`src/rtl/latch_pkg.sv`:
```
// Shared types and defaults for the latch output capture block.
package latch_pkg;

    typedef enum logic {
        IDLE   = 1'b0,
        FILTER = 1'b1
    } filt_state_t;

    localparam int SYNC_STAGES_DEF = 2;
    localparam int STABLE_CNT_DEF  = 4;

endpackage

```
`src/rtl/bit_sync.sv`:
```
// Multi-flop synchronizer for a single asynchronous level.
module bit_sync #(
    parameter int STAGES = 2
) (
    input  logic clk,
    input  logic rst_n,
    input  logic d,
    output logic q
);

    logic [STAGES-1:0] sync_reg;

    always_ff @(posedge clk) begin
        if (!rst_n) begin
            sync_reg[0] <= 1'b0;
        end else begin
            sync_reg[0] <= d;
        end
    end

    for (genvar gi = 1; gi < STAGES; gi++) begin : g_stage
        always_ff @(posedge clk) begin
            if (!rst_n) begin
                sync_reg[gi] <= 1'b0;
            end else begin
                sync_reg[gi] <= sync_reg[gi-1];
            end
        end
    end

    assign q = sync_reg[STAGES-1];

endmodule

```
`src/rtl/latch_capture.sv`:
```
// Synchronizes and debounces an upstream latch level, then reports each
// accepted edge as a single-entry ready/valid event with a sticky overrun flag.
module latch_capture
    import latch_pkg::*;
#(
    parameter int SYNC_STAGES = SYNC_STAGES_DEF,
    parameter int STABLE_CNT  = STABLE_CNT_DEF
) (
    input  logic clk,
    input  logic rst_n,
    input  logic q_in,
    input  logic evt_ready,
    input  logic clear_ovr,
    output logic q_filt,
    output logic evt_valid,
    output logic evt_rise,
    output logic overrun
);

    localparam int CNT_W = $clog2(STABLE_CNT + 1);
    typedef logic [CNT_W-1:0] cnt_t;
    localparam cnt_t CNT_ONE = cnt_t'(1);
    localparam cnt_t CNT_MAX = cnt_t'(STABLE_CNT);

    logic        s_q;
    filt_state_t state_reg, state_next;
    cnt_t        cnt_reg, cnt_next;
    logic        q_filt_reg, q_filt_next;
    logic        evt_valid_reg, evt_valid_next;
    logic        evt_rise_reg, evt_rise_next;
    logic        overrun_reg, overrun_next;
    logic        evt_gen;
    logic        evt_drop;
    logic        evt_fire;
    logic        differ;

    bit_sync #(
        .STAGES (SYNC_STAGES)
    ) u_sync (
        .clk   (clk),
        .rst_n (rst_n),
        .d     (q_in),
        .q     (s_q)
    );

    always_ff @(posedge clk) begin
        if (!rst_n) begin
            state_reg     <= IDLE;
            cnt_reg       <= '0;
            q_filt_reg    <= 1'b0;
            evt_valid_reg <= 1'b0;
            evt_rise_reg  <= 1'b0;
            overrun_reg   <= 1'b0;
        end else begin
            state_reg     <= state_next;
            cnt_reg       <= cnt_next;
            q_filt_reg    <= q_filt_next;
            evt_valid_reg <= evt_valid_next;
            evt_rise_reg  <= evt_rise_next;
            overrun_reg   <= overrun_next;
        end
    end

    always_comb begin
        state_next  = state_reg;
        cnt_next    = cnt_reg;
        q_filt_next = q_filt_reg;
        evt_gen     = 1'b0;
        differ      = (s_q != q_filt_reg);

        case (state_reg)
            IDLE: begin
                if (differ) begin
                    state_next = FILTER;
                    cnt_next   = CNT_ONE;
                end
            end
            FILTER: begin
                if (!differ) begin
                    state_next = IDLE;
                    cnt_next   = '0;
                end else begin
                    cnt_next = cnt_reg + CNT_ONE;
                end
            end
            default: begin
                state_next = IDLE;
                cnt_next   = '0;
            end
        endcase

        // Acceptance happens on the edge the count would reach STABLE_CNT,
        // so the counter itself never has to hold that value.
        if (differ && (cnt_next == CNT_MAX)) begin
            state_next  = IDLE;
            cnt_next    = '0;
            q_filt_next = s_q;
            evt_gen     = 1'b1;
        end
    end

    always_comb begin
        evt_fire       = evt_valid_reg && evt_ready;
        evt_drop       = evt_gen && evt_valid_reg && !evt_ready;
        evt_valid_next = evt_gen || (evt_valid_reg && !evt_fire);
        evt_rise_next  = (evt_gen && !evt_drop) ? s_q : evt_rise_reg;
        if (evt_drop) begin
            overrun_next = 1'b1;
        end else if (clear_ovr) begin
            overrun_next = 1'b0;
        end else begin
            overrun_next = overrun_reg;
        end
    end

    assign q_filt    = q_filt_reg;
    assign evt_valid = evt_valid_reg;
    assign evt_rise  = evt_rise_reg;
    assign overrun   = overrun_reg;

endmodule

```
`config.mk`:
```
export PLATFORM = sky130hd
export DESIGN_NAME = latch_capture
export DESIGN_NICKNAME = d
export VERILOG_FILES = /design/src/rtl/latch_pkg.sv /design/src/rtl/bit_sync.sv /design/src/rtl/latch_capture.sv
export SDC_FILE = /design/constraint.sdc
export NUM_CORES = 1
export LEC_CHECK = 0
export CAP_MARGIN = 20
export CORE_MARGIN = 3
export CORE_UTILIZATION = 25
export DETAILED_ROUTE_END_ITERATION = 12
export GPL_TIMING_DRIVEN = 1
export SYNTH_ARGS = -nofsm -noshare
export SYNTH_HDL_FRONTEND = slang
export SYNTH_SLANG_ARGS = --single-unit
```
`constraint.sdc`:
```
create_clock -name clk -period 1.87 [get_ports clk]
set_input_delay 0.561 -clock clk [delete_from_list [all_inputs] [get_ports clk]]
set_output_delay 0.561 -clock clk [all_outputs]
set_load 0.01 [all_outputs]
```
==> impl_results.rst, run 1 <==
.. list-table::
   :header-rows: 1

   * - Metric
     - Value
   * - Ratio of routed vias to standard cells
     - 4.77
   * - Setup repair after global routing missed its margin
     - false
   * - Crit share post-route
     - between 90% and 100%
   * - Die X-Extent
     - 47.1 µm
   * - Yosys warnings
     - 0
   * - Number of H-tree branching levels
     - 1
   * - CTS clock-pin slew for the worst setup and hold paths
     - 0.06 ns
   * - Antenna violations before repair
     - 0
   * - Worst-skew pair later-pin latency
     - between 0.2 and 0.3 ns
   * - Classification of the worst setup path
     - register to output port
   * - DRC marker count from the first detailed-route iteration
     - 1
   * - Post-synthesis cell type count
     - 22
   * - Syn nets
     - 45
   * - # Max-Cap Violations
     - 0
   * - Num CTS Buffers
     - 3
   * - Pin slew with the least headroom to its limit
     - 0.380 ns
   * - Seq/Total Area, Yosys
     - 47.5%
   * - Deepest clock path buffer count
     - 2
   * - Cell type of the slowest stage on the worst timing path
     - clkdlybuf4s50_1
   * - Via Count
     - 310
   * - Worst path top cell family by delay
     - buffers and inverters
   * - Startpoint of the most critical hold path
     - u_sync.sync_reg[0]
   * - Total grt overflow
     - 0
   * - Flip-flop count of the largest register, all copies and words added
     - 3
   * - Number of synthesized register bits
     - 10
   * - Router iterations before antenna repair
     - 4
   * - Post-placement cell count
     - 62
   * - Clock sink count
     - 10
   * - DRC Markers
     - 0
   * - Top Ports
     - 9
   * - Buffers and inverters on the worst path
     - 1
   * - Source of the critical timing path
     - q_filt
   * - Number of global-route vias before repair
     - 275
   * - Average wire per cell in the routed design
     - 10.4 µm
   * - Aggregate routed wire length
     - 674 µm
   * - Final standard cell count with taps included and fillers excluded
     - 65
   * - Clock skew after layout
     - 0.00505 ns
   * - Max VDD drop
     - about 0.00043 V
   * - Mapped Avg Cell Area
     - 10.8 µm²
   * - Core region area
     - 0.00154 mm²
   * - Synthesized area
     - 422 µm²
   * - Setup violations, final
     - 0
   * - Quantity of hold-fixing buffers added after cts
     - 0
   * - Leakage dissipation
     - 0.000238 µW
   * - Growth of design area from synthesis to finish
     - 28.2%
   * - Classification of the worst-slack hold path
     - register to register
   * - Root Buffer
     - clkbuf_4
   * - WP data arrival
     - 1.22 ns
   * - Global-route wire length before repair
     - between 1000 and 1500 µm
   * - Remaining antenna violation count after routing
     - 0
   * - Synthesized netlist cell count
     - 39
   * - Source of the worst register-to-register timing path
     - cnt_reg[0]
   * - Vert. Die Dim
     - 47.1 µm
   * - # nets final
     - between 50 and 60
   * - Util after Layout
     - a little over a third
   * - Setup TNS Final
     - 0 ns
   * - PwrDens
     - 702 mW/mm²
   * - IO buf count
     - 8
   * - Gpl congestion
     - just over 0.7
   * - Pin count of the biggest net entering global routing
     - 12
   * - Fraction of layout cells with a size suffix above 1
     - ~14%
   * - Highest clock frequency the design can meet
     - between 500 and 600 MHz
   * - Area of the die
     - 0.00222 mm²
   * - Kind of end point of the critical path
     - output port
   * - Required time of the critical path
     - between 1 and 1.5 ns
   * - Diode insertion count for antenna repair
     - 0
   * - Final Hold Vio Count
     - 0
   * - Overall track demand over capacity in global routing
     - 7.94%
   * - Max-slew headroom
     - about 75%
   * - Run status
     - complete, no violations
   * - Chain of cells forming the critical path
     - clkdlybuf4s50_1
   * - Number of pins exceeding their max-slew limit in the final report
     - 0
   * - Critical Path Max Stage Delay
     - 0.56 ns
   * - Post-CTS setup buffers
     - 0
   * - Starting utilization of the core area
     - 27.4%
   * - Launching element type of the critical path
     - register
   * - Max Fanout on Critical Path
     - 3
   * - TritonCTS clock tree
     - built
   * - Cells resized by post-CTS repair
     - 0
   * - Final worst path period need
     - about 1.8 ns
   * - Cell Rows
     - 14
[per-layer routing]
| metal | part of all wire, % | track usage [%] | up-vias |
|---|---|---|---|
| met3 | 12 | 6.90 | 5 |
| met2 | 39 | 10.0 | 10 |
| met1 | 46 | 8.76 | 140 |
| met5 | 0 | 0 | - |
| li1 | - | - | 155 |
| met4 | 2.8 | 4.97 | 0 |
[power by group]
part	total (µW)	leakage [µW]	switching [µW]	internal [µW]
clock network	139	0.0000138	65.5	73.9
logic	20.1	0.000143	8.15	12.0
registers	220	0.0000812	3.26	217
[final cells by class]
| type | instances | area [µm²] |
|---|---|---|
| fill | 167 | 1000 |
| sequential | 10 | 200 |
| multi-input combinational | 27 | 214 |
| clock buffer | 3 | 22.5 |
| timing repair buffer | 8 | 80.1 |
| inverter | 1 | 3.75 |
| tap | 16 | 20.0 |
[worst register-to-register path: stages (launching register included)]
cell,delay [ns]
dfxtp_1,0.33
ha_1,0.31
nor2b_1,0.26
nand4_4,0.16
nand2b_4,0.18
mux2i_1,0.11
[worst paths after layout]
path | end | cells after the start | slack [ns]
setup / recovery | q_filt | 1 | 0.09
hold / removal | u_sync.q | 1 | 0.43
setup reg to reg | evt_rise | 5 | 0.40
hold reg to reg | u_sync.q | 1 | 0.43
[placed cells by master (no fill, tap or decap)]
| cell | count |
|---|---|
| a21boi_1 | 1 |
| a31oi_1 | 1 |
| and2_1 | 3 |
| and3_2 | 1 |
| clkbuf_4 | 3 |
| clkdlybuf4s50_1 | 8 |
| dfxtp_1 | 10 |
| ha_1 | 1 |
| inv_1 | 1 |
| mux2i_1 | 1 |
| nand2_1 | 4 |
| nand2b_4 | 1 |
| nand3_1 | 1 |
| nand4_4 | 1 |
| nor2b_1 | 2 |
| nor3b_1 | 3 |
| o211a_1 | 1 |
| o21a_1 | 1 |
| o21ai_0 | 1 |
| o22ai_1 | 1 |
| or2b_1 | 1 |
| xor2_1 | 1 |
| xor2_2 | 1 |
[cell families after synthesis]
kind of cell | count (synthesis) | synth area share, %
and+or+nand+nor | 17 | 29.4
DFF | 10 | 47.5
AOI/OAI and AO/OA | 6 | 10.1
xor gates and xnor gates | 2 | 5.94
buffers and inverters | 2 | 1.78
muxes | 1 | 2.37
adders and majority gates | 1 | 2.97
[synth_stat cells (all sizes together)]
cell    count  area share (%)
nand2       4             3.6
nor3b       3             5.3
o211a       1             2.4
dfxtp      10              47
or2b        1             1.8
nand3       1             1.2
inv         1            0.89
a31oi       1             1.5
clkbuf      1            0.89
and3        1             1.8
nand2b      1             3.3
mux2i       1             2.4
o21ai       1             1.2
ha          1             3.0
o22ai       1             1.5
o21a        1             1.8
nand4       1             5.0
and2        3             4.5
nor2b       2             3.0
xor2        2             5.9
a21boi      1             1.8
[metrics by stage]
stage	total power [µW]	setup slack [ns]	cell area, µm²	hold WS, ns
2_1_floorplan	235	0.519	422	0.412
4_1_cts	392	0.0591	541	0.436
3_3_place_gp	245	0.298	518	0.418
3_5_place_dp	245	0.271	518	0.422
6_report	380	0.0899	541	0.430
5_1_grt	403	0.0301	541	0.452
Power figures use the tool's default switching activity.
==> run 2, diff against run 1 <==
- MAX_ROUTING_LAYER: default -> met4
==> impl_results.rst, run 2 (same netlist as run 1, synthesis figures left out) <==
.. list-table::
   :header-rows: 1

   * - Metric
     - Value
   * - Leakage dissipation
     - 0.000238 µW (unchanged)
   * - Growth of design area from synthesis to finish
     - 28.2% (unchanged)
   * - Diode insertion count for antenna repair
     - 0 (unchanged)
   * - Vert. Die Dim
     - 47.1 µm (unchanged)
   * - Top Ports
     - 9 (unchanged)
   * - Number of pins exceeding their max-slew limit in the final report
     - 0 (unchanged)
   * - Max-slew headroom
     - 74.8% (+0.12 points)
   * - Flip-flop count of the largest register, all copies and words added
     - 3 (unchanged)
   * - Overall power of the completed layout
     - 380 µW (+0.22%)
   * - Startpoint of the most critical hold path
     - u_sync.sync_reg[0]
   * - DRC Markers
     - 0 (unchanged)
   * - Via Count
     - 306 (-1.3%)
   * - Classification of the worst setup path
     - register to output port
   * - Area of the die
     - 0.00222 mm² (unchanged)
   * - Source of the critical timing path
     - q_filt
   * - Pin count of the biggest net entering global routing
     - 12 (unchanged)
   * - Overall track demand over capacity in global routing
     - 8.19% (+0.26 points)
   * - Pin slew with the least headroom to its limit
     - 0.378 ns (-0.00183 ns)
   * - PwrDens
     - 704 mW/mm² (+0.22%)
   * - Max Fanout on Critical Path
     - 3 (unchanged)
   * - Clock sink count
     - 10 (unchanged)
   * - Number of global-route vias before repair
     - 276 (+0.36%)
   * - # Max-Cap Violations
     - 0 (unchanged)
   * - Buffers and inverters on the worst path
     - 1 (unchanged)
   * - Setup TNS Final
     - 0 ns (unchanged)
   * - TritonCTS clock tree
     - built
   * - Final worst path period need
     - 1.78 ns (+0.00148 ns)
   * - Final standard cell count with taps included and fillers excluded
     - 65 (unchanged)
   * - Ratio of routed vias to standard cells
     - 4.71 (-1.3%)
   * - # nets final
     - 57 (unchanged)
   * - Pre-CTS WS
     - 0.271 ns (unchanged)
   * - Post-placement cell count
     - 62 (unchanged)
   * - Source of the worst register-to-register timing path
     - cnt_reg[0]
   * - Starting utilization of the core area
     - 27.4% (unchanged)
   * - Kind of end point of the critical path
     - output port
   * - Router iterations before antenna repair
     - 3 (-1)
   * - Fraction of layout cells with a size suffix above 1
     - 14.3% (unchanged)
   * - IO buf count
     - 8 (unchanged)
   * - Worst path top cell family by delay
     - buffers and inverters
   * - Num CTS Buffers
     - 3 (unchanged)
   * - Cell Rows
     - 14 (unchanged)
   * - Chain of cells forming the critical path
     - clkdlybuf4s50_1
   * - Clock skew after layout
     - 0.00490 ns (-0.000149 ns)
   * - Final Worst Setup Slack
     - 0.0884 ns (-0.00148 ns)
   * - Antenna violations before repair
     - 0 (unchanged)
   * - Max VDD drop
     - 0.000431 V (about the same)
   * - Aggregate routed wire length
     - 676 µm (+0.30%)
   * - Setup repair after global routing missed its margin
     - false
   * - Core region area
     - 0.00154 mm² (unchanged)
   * - DRC marker count from the first detailed-route iteration
     - 1 (unchanged)
   * - Highest clock frequency the design can meet
     - 561 MHz (about the same)
   * - Post-CTS setup buffers
     - 0 (unchanged)
   * - Root Buffer
     - clkbuf_4
   * - Required time of the critical path
     - 1.31 ns (about the same)
   * - Number of H-tree branching levels
     - 1 (unchanged)
   * - Gpl congestion
     - 0.737 (+1.2%)
   * - Final Hold Vio Count
     - 0 (unchanged)
   * - Remaining antenna violation count after routing
     - 0 (unchanged)
   * - Worst-skew pair later-pin latency
     - 0.26 ns (about the same)
   * - Average wire per cell in the routed design
     - 10.4 µm (+0.30%)
   * - Most common cell after layout, fill and taps aside
     - dfxtp_1
   * - Deepest clock path buffer count
     - 2 (unchanged)
   * - Setup slack on the worst flop-to-flop path
     - 0.40 ns (about the same)
   * - Commonest non-fill, non-tap cells in the layout
     - dfxtp_1 (10), clkdlybuf4s50_1 (8), nand2_1 (4)
   * - Quantity of hold-fixing buffers added after cts
     - 0 (unchanged)
   * - Setup violations, final
     - 0 (unchanged)
   * - Worst-case reg-to-reg path depth
     - 5 (unchanged)
   * - CTS clock-pin slew for the worst setup and hold paths
     - 0.06 ns (about the same)
   * - Cells resized by post-CTS repair
     - 0 (unchanged)
   * - WP data arrival
     - 1.22 ns (about the same)
   * - Launching element type of the critical path
     - register
   * - Run status
     - complete, no violations
   * - Reg-to-Reg End
     - evt_rise
   * - Classification of the worst-slack hold path
     - register to register
   * - Depth of the worst hold-timing path
     - 1 (unchanged)
   * - Crit share post-route
     - 95.3% (about the same)
   * - Critical Path Max Stage Delay
     - 0.56 ns (about the same)
   * - Total grt overflow
     - 0 (unchanged)
   * - Die X-Extent
     - 47.1 µm (unchanged)
   * - Global-route wire length before repair
     - 1120 µm (-0.62%)
   * - Cell type of the slowest stage on the worst timing path
     - clkdlybuf4s50_1
   * - Endpoint, Worst Hold
     - u_sync.q
run 2: through the flow:
stage / utilization, % / area, µm² / hold slack (ns)
floorplan: - / 422 / 0.412
global placement: 33.6 / 518 / 0.418
detailed placement: 33.6 / 518 / 0.422
CTS: 35.1 / 541 / 0.436
global route: 35.1 / 541 / 0.452
finish: 35.1 / 541 / 0.430
run 2: layout make-up:
class | count | area [µm²]
multi-input cells | 27 | 214
well taps | 16 | 20.0
flip-flops and latches | 10 | 200
fillers | 167 | 1000
inverters | 1 | 3.75
clock buffers | 3 | 22.5
repair buffers | 8 | 80.1
run 2: how the worst max path moves through the flow:
stage / end / slack, ns / cells after the start
2_1_floorplan: evt_rise / 0.52 / 5
6_report: q_filt / 0.09 / 1
4_1_cts: q_filt / 0.06 / 1
5_1_grt: q_filt / 0.03 / 1
3_3_place_gp: evt_rise / 0.30 / 4
3_5_place_dp: evt_rise / 0.27 / 4
run 2: power by group:
part | internal (µW) | switching [µW] | total (µW) | leakage, µW
clock | 74.0 | 66.2 | 140 | 0.0000138
sequential | 217 | 3.29 | 220 | 0.0000812
combinational | 12.0 | 8.16 | 20.1 | 0.000143
run 2: per-layer routing:
metal	GRT usage (%)	share of wire (%)
met5	-	0
met3	6.90	12
met1	8.76	45
met4	4.97	3.3
met2	10.0	39
==> run 3, diff against run 2 <==
- ABC_AREA: default -> 1
- PLACE_DENSITY_LB_ADDON: default -> 0.25
==> impl_results.rst, run 3 <==
.. list-table::
   :header-rows: 1

   * - Metric
     - Value
   * - Run status
     - complete, no violations
   * - Deepest clock path buffer count
     - 2 (unchanged)
   * - Classification of the worst-slack hold path
     - register to register
   * - Yosys warnings
     - 0 (unchanged)
   * - Cell type of the slowest stage on the worst timing path
     - clkdlybuf4s50_1
   * - Setup violations, final
     - 0 (unchanged)
   * - Required time of the critical path
     - 1.31 ns (about the same)
   * - Worst-skew pair later-pin latency
     - 0.27 ns (about the same)
   * - EDFF count, synth
     - 0 (unchanged)
   * - Flip-flop count of the largest register, all copies and words added
     - 3 (unchanged)
   * - Die X-Extent
     - 48.7 µm (+3.5%)
   * - Met1 Resource Use GR
     - 9.70% (+0.95 points)
   * - Syn nets
     - 69 (+53%)
   * - Top cell type's share of synthesized area
     - 43.8% (-3.6 points)
   * - Peak-usage layer in the global routing report
     - met2
   * - Final Hold Vio Count
     - 0 (unchanged)
   * - Fraction of layout cells with a size suffix above 1
     - 20.0% (+5.7 points)
   * - Seq/Total Area, Yosys
     - 43.8% (-3.6 points)
   * - Post-placement cell count
     - 95 (+53%)
   * - Final worst path period need
     - 1.78 ns (-0.00502 ns)
   * - Via Count
     - 388 (+27%)
   * - DRC marker count from the first detailed-route iteration
     - 12 (+11)
   * - Gpl congestion
     - 0.666 (-9.5%)
   * - Count leader, synth
     - nand2_1
   * - Post-synthesis cell type count
     - 14 (-36%)
   * - Setup repair after global routing missed its margin
     - false
   * - Global-route wire length before repair
     - 1480 µm (+31%)
   * - Quantity of hold-fixing buffers added after cts
     - 0 (unchanged)
   * - Cells resized by post-CTS repair
     - 0 (unchanged)
   * - Clock power share
     - 43.8% (+6.9 points)
   * - Ratio of routed vias to standard cells
     - 3.92 (-17%)
   * - CTS clock-pin slew for the worst setup and hold paths
     - 0.07 ns (about the same)
   * - Top Ports
     - 9 (unchanged)
   * - TritonCTS clock tree
     - built
   * - Starting utilization of the core area
     - 28.3% (+0.98 points)
   * - Leakage dissipation
     - 0.000251 µW (+5.6%)
   * - Most common flop cell mapped by yosys
     - dfxtp_1
   * - IO buf count
     - 8 (unchanged)
   * - Max VDD drop
     - 0.000329 V (-24%)
   * - Buffers and inverters on the worst path
     - 1 (unchanged)
   * - Average wire per cell in the routed design
     - 7.78 µm (-25%)
   * - Number of pins exceeding their max-slew limit in the final report
     - 0 (unchanged)
   * - Router iterations before antenna repair
     - 3 (unchanged)
   * - Remaining antenna violation count after routing
     - 0 (unchanged)
   * - Final standard cell count with taps included and fillers excluded
     - 99 (+52%)
   * - DRC Markers
     - 0 (unchanged)
   * - Sequential fraction of design power
     - 49.6% (-8.3 points)
   * - Multi-input combinational cell area
     - 200 µm² (-6.4%)
   * - Num CTS Buffers
     - 3 (unchanged)
   * - Total grt overflow
     - 0 (unchanged)
   * - Aggregate routed wire length
     - 770 µm (+14%)
   * - Clock skew after layout
     - 0.00239 ns (-0.00251 ns)
   * - Cell Rows
     - 14 (unchanged)
   * - Area occupied by registers
     - 200 µm² (unchanged)
   * - WP data arrival
     - 1.22 ns (about the same)
   * - Cell-internal power
     - 351 µW (+16%)
   * - Fraction of synthesis flops using an asynchronous set or reset pin
     - 0% (unchanged)
   * - # Max-Cap Violations
     - 0 (unchanged)
   * - Chain of cells forming the critical path
     - clkdlybuf4s50_1
   * - Growth of design area from synthesis to finish
     - 32.1%
   * - Global Route met3 Usage
     - 3.68% (-3.2 points)
   * - Kind of end point of the critical path
     - output port
   * - Vert. Die Dim
     - 48.7 µm (+3.5%)
   * - Commonest non-fill, non-tap cells in the layout
     - nand2_1 (13), inv_1 (11), dfxtp_1 (10)
   * - Largest cells by area after synthesis
     - dfxtp_1 (44%), nand2_1 (11%), inv_1 (9.0%), a21oi_1 (5.5%), nand2_2 (5.5%)
   * - Classification of the worst setup path
     - register to output port
   * - Area of the die
     - 0.00238 mm² (+7.2%)
   * - Most common cell after layout, fill and taps aside
     - nand2_1
   * - Max Fanout on Critical Path
     - 4 (+1)
   * - Number of global-route vias before repair
     - 366 (+33%)
   * - Pin count of the biggest net entering global routing
     - 8 (-4)
   * - Largest area contributor in the synthesized netlist
     - dfxtp_1
   * - Critical Path Max Stage Delay
     - 0.56 ns (about the same)
   * - Met2 track utilization from global routing
     - 12.0% (+2.0 points)
   * - Number of H-tree branching levels
     - 1 (unchanged)
   * - Highest clock frequency the design can meet
     - 563 MHz (+0.28%)
   * - Max-slew headroom
     - 85.5% (+11 points)
   * - Root Buffer
     - clkbuf_4
   * - Overall track demand over capacity in global routing
     - 8.32% (+0.12 points)
   * - Synthesized area
     - 457 µm² (+8.3%)
   * - Diode insertion count for antenna repair
     - 0 (unchanged)
   * - Antenna violations before repair
     - 0 (unchanged)
   * - Sw Share
     - 21.6% (+1.2 points)
   * - Mapped Avg Cell Area
     - 7.25 µm² (-33%)
   * - Launching element type of the critical path
     - register
   * - PwrDens
     - 741 mW/mm² (+5.3%)
   * - Setup TNS Final
     - 0 ns (unchanged)
   * - Crit share post-route
     - 95.0% (-0.27 points)
   * - Pin slew with the least headroom to its limit
     - 0.217 ns (-0.161 ns)
   * - Worst path top cell family by delay
     - buffers and inverters
   * - Switching power summed over all nets
     - 96.4 µW (+24%)
   * - Core region area
     - 0.00161 mm² (+4.5%)
   * - Leading cell types by count after synthesis
     - nand2_1 (13), inv_1 (11), dfxtp_1 (10)
   * - # nets final
     - 82 (+44%)
   * - Dpl hpwl
     - 604 µm
   * - Number of synthesized register bits
     - 10 (unchanged)
   * - Clock sink count
     - 10 (unchanged)
   * - Post-CTS setup buffers
     - 0 (unchanged)
   * - Fillers
     - 189 (+13%)
   * - Synthesized netlist cell count
     - 63 (+62%)
   * - Share of total power in combinational logic
     - 6.6% (+1.3 points)
==> run 3: cell count changes in the layout (fill, tap and decap cells not counted), sizes merged, moves of 5 or more <==
cell / change
a21oi: +5
inv: +14
nor2: +7
nand2: +14
==> run 3: cell type report <==
class | count | share of cell area [%]
sequential | 10 | 33.2
multi-input combinational | 38 | 33.2
timing repair buffer | 8 | 13.3
inverter | 15 | 9.34
clock buffer | 4 | 6.02
tap | 24 | 4.98
==> run 3: logic make-up (layout without fill, tap and decap cells) <==
family	after synthesis	count (layout)	share of synthesized area (%)
simple gates	31	31	34.5
buf+inv	15	27	12.3
flops	10	10	43.8
compound gates	6	6	6.57
fa+ha+maj	1	1	2.74
==> run 3: metrics by stage <==
step	util (%)	setup slack (ns)	hold slack (ns)	power, µW	cell area (µm²)
final	37.4	0.0935	0.417	447	603
after detailed placement	35.2	0.373	0.408	257	567
after global placement	35.2	0.379	0.401	256	567
after global routing	37.4	0.0363	0.443	469	603
after floorplan	-	0.611	0.390	243	457
after CTS	37.4	0.0613	0.425	458	603
==> run 3: path summary, 6_finish.rpt <==
| path | slack [ns] | cells past startpoint | from | to |
|---|---|---|---|---|
| worst max-delay path | 0.09 | 1 | q_filt | q_filt |
| worst min register to register | 0.42 | 2 | u_sync.sync_reg[0] | u_sync.q |
| worst min-delay path | 0.42 | 2 | u_sync.sync_reg[0] | u_sync.q |
| worst max register to register | 0.51 | 7 | cnt_reg[0] | evt_rise |
==> run 3: power groups by stage <==
stage	Clock, µW	Sequential (µW)	Combinational (µW)
finish	196	221	29.6
floorplan	0	226	17.5
CTS	207	222	30.0
global placement	0	227	29.7
detailed placement	0	227	29.9
global route	213	222	34.3
==> run 3: routing by layer <==
layer / routed length, µm / vias to the layer above
li1: - / 213
met1: 381 / 165
met2: 342 / 8
met3: 38 / 2
met4: 8 / 0
met5: 0 / -
